$ cat config.mk
export PLATFORM = sky130hd
export DESIGN_NAME = int_controller
export DESIGN_NICKNAME = d
export VERILOG_FILES = /design/src/rtl/int_controller.sv
export SDC_FILE = /design/constraint.sdc
export NUM_CORES = 1
export LEC_CHECK = 0
export CORE_MARGIN = 3
export CORE_UTILIZATION = 41
export CTS_CLUSTER_SIZE = 25
export DETAILED_ROUTE_END_ITERATION = 8
export PLACE_DENSITY_LB_ADDON = 0.3
export SLEW_MARGIN = 20
export SYNTH_ARGS = -nofsm -noshare
export SYNTH_HDL_FRONTEND = slang
export SYNTH_SLANG_ARGS = --single-unit
$ cat constraint.sdc
create_clock -name clk -period 1.8 [get_ports clk]
set_clock_uncertainty 0.15 [all_clocks]
set_input_delay 0.18 -clock clk [delete_from_list [all_inputs] [get_ports clk]]
set_output_delay 0.18 -clock clk [all_outputs]
set_load 0.01 [all_outputs]
$ cat src/rtl/int_controller.sv
// -----------------------------------------------------------------------------
// int_controller
//
// Platform interrupt aggregator in front of the core's single ext_int input.
// Device lines are latched into pending bits and masked by a per-source
// enable. Software services one interrupt at a time through a claim/complete
// register. The lowest source index has the highest priority. Source i carries
// ID i+1, and ID 0 means "none".
//
// Register map (byte offsets):
//   0x0 PENDING         read-only, writes ignored
//   0x4 ENABLE          read/write, low NUM_SOURCES bits stored
//   0x8 CLAIM/COMPLETE  read = claim, write = complete
//   Any other offset, or a misaligned one, returns fault=1 and rdata=0.
//
// Ports:
//   clk      system clock
//   reset    asynchronous, active-low reset
//   src      device interrupt lines, active-high, synchronous to clk
//   req      register access request, held until busy is low
//   write    1 = write, 0 = read
//   addr     byte offset
//   wdata    write data
//   rdata    read data, valid once busy falls with req high
//   busy     access in progress (combinational)
//   fault    illegal or misaligned access, valid with rdata
//   ext_int  registered interrupt request to the core
//
// Optional feature: define INTC_EDGE_TRIGGER_EN to pend on rising edges of
// src instead of on its level.
// -----------------------------------------------------------------------------
module int_controller #(
  parameter int NUM_SOURCES = 8
) (
  input  logic                   clk,
  input  logic                   reset,
  input  logic [NUM_SOURCES-1:0] src,
  input  logic                   req,
  input  logic                   write,
  input  logic [3:0]             addr,
  input  logic [31:0]            wdata,
  output logic [31:0]            rdata,
  output logic                   busy,
  output logic                   fault,
  output logic                   ext_int
);

  typedef enum logic [1:0] {IDLE, ACCESS, DONE} state_t;

  state_t                 state;
  logic [NUM_SOURCES-1:0] pending;
  logic [NUM_SOURCES-1:0] enable;
  logic [NUM_SOURCES-1:0] qual;
  logic [NUM_SOURCES-1:0] set_mask;
  logic [NUM_SOURCES-1:0] claim_mask;
  logic [NUM_SOURCES-1:0] clr_mask;
  logic [4:0]             in_service_id;
  logic [4:0]             claim_id;
  logic                   addr_bad;
  logic                   do_claim;
  logic                   unused_wdata;

  assign unused_wdata = ^wdata[31:NUM_SOURCES];

  assign busy     = req & (state != DONE);
  assign qual     = pending & enable;
  assign addr_bad = (addr[1:0] != 2'b00) | (addr[3:2] == 2'b11);

  // Priority encoder: scanning from the top down leaves the lowest set
  // index as the final winner.
  always_comb begin
    claim_id   = '0;
    claim_mask = '0;
    for (int i = NUM_SOURCES - 1; i >= 0; i--) begin
      if (qual[i]) begin
        claim_id      = 5'(i + 1);
        claim_mask    = '0;
        claim_mask[i] = 1'b1;
      end
    end
  end

  // A claim only takes effect when nothing is already in service.
  assign do_claim = (state == ACCESS) & ~addr_bad & ~write & (addr[3:2] == 2'b10) &
                    (in_service_id == 5'd0) & (claim_id != 5'd0);
  assign clr_mask = do_claim ? claim_mask : '0;

`ifdef INTC_EDGE_TRIGGER_EN
  logic [NUM_SOURCES-1:0] src_prev;

  // The previous-value flops reset low, so a line that is already high at
  // reset release still pends once.
  always_ff @(posedge clk or negedge reset) begin
    if (!reset) src_prev <= '0;
    else        src_prev <= src;
  end

  assign set_mask = src & ~src_prev;
`else
  assign set_mask = src;
`endif

  // A new set takes priority over a claim-clear on the same bit in the same
  // cycle. ext_int is computed from the pre-edge state, so it follows the
  // qualifying condition by one cycle.
  always_ff @(posedge clk or negedge reset) begin
    if (!reset) begin
      pending <= '0;
      ext_int <= 1'b0;
    end else begin
      pending <= (pending & ~clr_mask) | set_mask;
      ext_int <= (|qual) & (in_service_id == 5'd0);
    end
  end

  // Handshake FSM and register operations. The operation runs in ACCESS,
  // and its results are held through DONE until the next ACCESS.
  always_ff @(posedge clk or negedge reset) begin
    if (!reset) begin
      state         <= IDLE;
      enable        <= '0;
      in_service_id <= '0;
      rdata         <= '0;
      fault         <= 1'b0;
    end else begin
      case (state)
        IDLE: begin
          if (req) state <= ACCESS;
        end
        ACCESS: begin
          state <= DONE;
          rdata <= '0;
          fault <= addr_bad;
          if (!addr_bad) begin
            case (addr[3:2])
              2'b00: begin
                if (!write) rdata <= {{(32-NUM_SOURCES){1'b0}}, pending};
              end
              2'b01: begin
                if (write) enable <= wdata[NUM_SOURCES-1:0];
                else       rdata  <= {{(32-NUM_SOURCES){1'b0}}, enable};
              end
              2'b10: begin
                if (write) begin
                  if (wdata[4:0] == in_service_id) in_service_id <= 5'd0;
                end else if (do_claim) begin
                  in_service_id <= claim_id;
                  rdata         <= {27'd0, claim_id};
                end
              end
              default: ;
            endcase
          end
        end
        DONE: begin
          if (!req) state <= IDLE;
        end
        default: state <= IDLE;
      endcase
    end
  end

endmodule

==> run summary <==
Clock latency on the worst-skew pair, taken at its later pin, is 0.28 ns. In this run the standard cell core region covers 4090 um^2. Global routing used 16.0% of the available tracks across all layers. Critical path class: reg -> reg. The clock passes through at most 2 buffers.

The largest individual stage delay along the critical path comes from the cell sky130_fd_sc_hd__dfrtp_1. Summed over all layers, the routed wires come to 3.86 mm. The number of detailed-routing iterations run before antenna repair is 4, and the adder-cell area share of the yosys netlist is 0%.

The tools report the post-detailed-route count of antenna-violating nets as 0. The tools report the floorplan die area as 5150 um^2. The logs give 0 for the number of max-slew violations in the final report and 1770 um^2 for the area of the mapped netlist. Setup violations remaining at the end of the flow were counted as 0. The count of buffers from port buffering was 34; the final net count was 283. After synthesis, the share of flip-flops with an asynchronous set or reset is 100%. The commonest cells after synthesis are sky130_fd_sc_hd__dfrtp_1, sky130_fd_sc_hd__buf_4, sky130_fd_sc_hd__nand2_1. The area overhead of the layout relative to synthesis works out to 33.1%. Detailed placement ended at an HPWL of 3.06 mm. The total instance count after detailed placement came out at 276. The number of endpoints with negative hold slack in the final report was 0. IR analysis of the VDD net gives a maximum drop of 0.541 mV. Yosys instantiated no cell more often than sky130_fd_sc_hd__dfrtp_1. The share of the Yosys chip area taken by registers is 45.1%. The cell count after synthesis came out at 174. The arrival time at the worst endpoint was 1.74 ns; the count of different cell masters after synthesis was 43.

The tools report the number of vias after detailed routing as 1439. After layout, the design draws a total of 2.47 mW. For the number of warnings reported in the yosys synthesis log, the log shows 0. In the final routed layout, each cell accounts on average for 13.5 um. CTS saw 32 sinks. For this run, design rule violations remaining after detail routing come to 0. Using the TritonRoute via totals, the vias-per-cell ratio works out to 5.03.

The synthesized netlist devotes 14.0% of its cell area to compound gates. The mean instance size in the synthesized netlist came out at 10.2 um^2. The number of hold buffers added after cts was 0.

The tools report the type of origin of the critical path as a register. For this design the top-level I/O count stands at 83. TritonCTS built the clock tree. 0 antenna diodes ended up in the layout. The synthesized design devotes to its leading area cell type 45.1% of total area. Global routing finished with a remaining overflow of 0.

The detailed router finished its first iteration with 102 violations. Summed over all cells, the static leakage comes to 1.12 nW. On the final layout, the worst hold slack is 0.138 ns. The number of synthesized flops with an enable pin is 0.

The worst min-delay path class is in -> async. The fraction of the cycle the final worst path needs is 95.7%. The number of levels the H-tree was split into is 2. Of all nets on the critical path, the largest fanout is 4.

Cells with a size suffix above 1 make up 20.3% of the layout. The maximum number of pins on one net before global-route repair came out at 33. The cell sitting at the root of the clock tree is a sky130_fd_sc_hd__clkbuf_8.

The die is 71.8 um wide. The first-pass GRT wire length came out at 6.35 mm. The synthesized flop and latch total was 32.

The largest single stage delay on the critical path is 0.42 ns. The category of the worst setup path capture point was a register. Of the total synthesized cell area, the portion taken by AND, OR, NAND and NOR gates is 16.6%.

The smallest clock period supported by the final layout is computed as 1.72 ns. Of all cell types, the one taking the most synthesized area is sky130_fd_sc_hd__dfrtp_1. For the total of max-cap violations, the log shows 0. Of the post-synthesis cell area, the part taken by muxes is 9.59%.

The non-filler instance count after layout was 286. In the synthesized netlist the dominant register cell turns out to be sky130_fd_sc_hd__dfrtp_1. For this run, the top clock speed supported by timing is 0.580 GHz. From bottom edge to top edge, the die measures 71.8 um. The congestion estimate from routability-driven global placement came to 0.819. The row count is 23.

Counting the buffers created by CTS gives 5. The data required time at the worst endpoint is 1.82 ns. After clock tree synthesis, the clock-pin slew on the worst setup and hold paths is 0.06 ns. The xor/xnor share of the synthesized area came out at 1.97%. Once the floorplan was initialized, standard cells occupied 43.4% of the core.

For the via count of the first global-routing pass, the log shows 1374. The power density of the placed cells came out at 1050 nW/um^2. The flow ran to the end, and the final reports show no timing, DRC or antenna violations. By area, the combinational part of the netlist is dominated by simple AND/OR/NAND/NOR gates. By area the synthesized netlist is led by sky130_fd_sc_hd__dfrtp_1, sky130_fd_sc_hd__buf_4, sky130_fd_sc_hd__mux2_2. For the initial antenna violation count, the log shows 0. The signal on the critical path passes through buf_4 > xor2_1 > nor3b_1 > nand4_1 > a21o_1.
final timing paths:
path	startpoint	to	slack, ns	cells after the start
worst max-delay path	in_service_id[0]	in_service_id[1]	0.08	5
worst max register to register	in_service_id[0]	in_service_id[1]	0.08	5
min in group clk	src[1]	pending[1]	0.33	3
worst min-delay path	reset	pending[3]	0.14	2
worst min register to register	fault	fault	0.33	1
max in group asynchronous	reset	rdata[7]	1.07	2
layout by cell type (no fill, tap or decap), types with 4 or more instances in the layout:
master,instances
sky130_fd_sc_hd__nand2_1,15
sky130_fd_sc_hd__dfrtp_1,32
sky130_fd_sc_hd__mux2_2,8
sky130_fd_sc_hd__conb_1,24
sky130_fd_sc_hd__xor2_1,4
sky130_fd_sc_hd__inv_1,6
sky130_fd_sc_hd__clkbuf_8,6
sky130_fd_sc_hd__buf_4,25
sky130_fd_sc_hd__o21ai_0,7
sky130_fd_sc_hd__nor2_1,10
sky130_fd_sc_hd__clkdlybuf4s50_1,33
sky130_fd_sc_hd__nand4_1,4
sky130_fd_sc_hd__mux2i_1,8
sky130_fd_sc_hd__nand3_1,4
critical path, delay by kind of cell, from the launching register on:
family,cells,cell delay (ns)
buffers and inverters,1,0.16
AO/OA/AOI/OAI,1,0.23
AND/OR/NAND/NOR,2,0.52
XOR/XNOR,1,0.15
flip-flops,1,0.42
stage by stage:
stage / setup WS (ns) / setup TNS [ns] / util [%] / cell area (um^2)
2_1_floorplan: 0.192 / 0 / - / 1860
3_3_place_gp: -0.0884 / -0.882 / 54.7 / 2240
3_5_place_dp: -0.114 / -1.00 / 54.7 / 2240
4_1_cts: 0.0191 / 0 / 57.1 / 2330
5_1_grt: -0.00279 / -0.00396 / 57.8 / 2360
6_report: 0.0773 / 0 / 57.8 / 2360
report_power, final:
part	internal, mW	leakage [nW]	switching, mW	total (mW)
clock	0.311	0.0455	0.242	0.553
sequential	0.855	0.391	0.101	0.956
combinational	0.531	0.681	0.431	0.962
total	1.70	1.12	0.774	2.47
routing by layer:
metal / up-vias / global-route usage [%] / part of all wire (%)
li1: 701 / - / -
met1: 689 / 20.6 / 45
met2: 44 / 25.8 / 49
met3: 5 / 4.07 / 5.2
met4: 0 / 5.85 / 1.3
met5: - / 0 / 0
timing repair:
| item | CTS | global route |
|---|---|---|
| setup endpoints to repair | 1 | 14 |
| endpoints found under the hold margin | 0 | 0 |
| buffers inserted | 1 | 1 |
| resized for setup | 1 | 3 |
| pin swaps | 0 | 3 |
flip-flops by register name (all words and copies together), names as in the netlist:
name / cells
enable: 8
pending: 8
rdata: 8
in_service_id: 4
state: 2
ext_int: 1
fault: 1
area by class of cell:
class | count | area [um^2]
tap | 50 | 62.6
fill | 392 | 1730
multi-input combinational | 131 | 858
clock buffer | 8 | 90.1
sequential | 32 | 801
inverter | 6 | 22.5
timing repair buffer | 59 | 527
cell families after synthesis:
kind of cell	Yosys count
other	1
flip-flops	32
buffers and inverters	34
AND/OR/NAND/NOR	53
XOR/XNOR	4
multiplexers	16
AO/OA/AOI/OAI	34
Note: power is estimated with default switching activity, not from simulation.
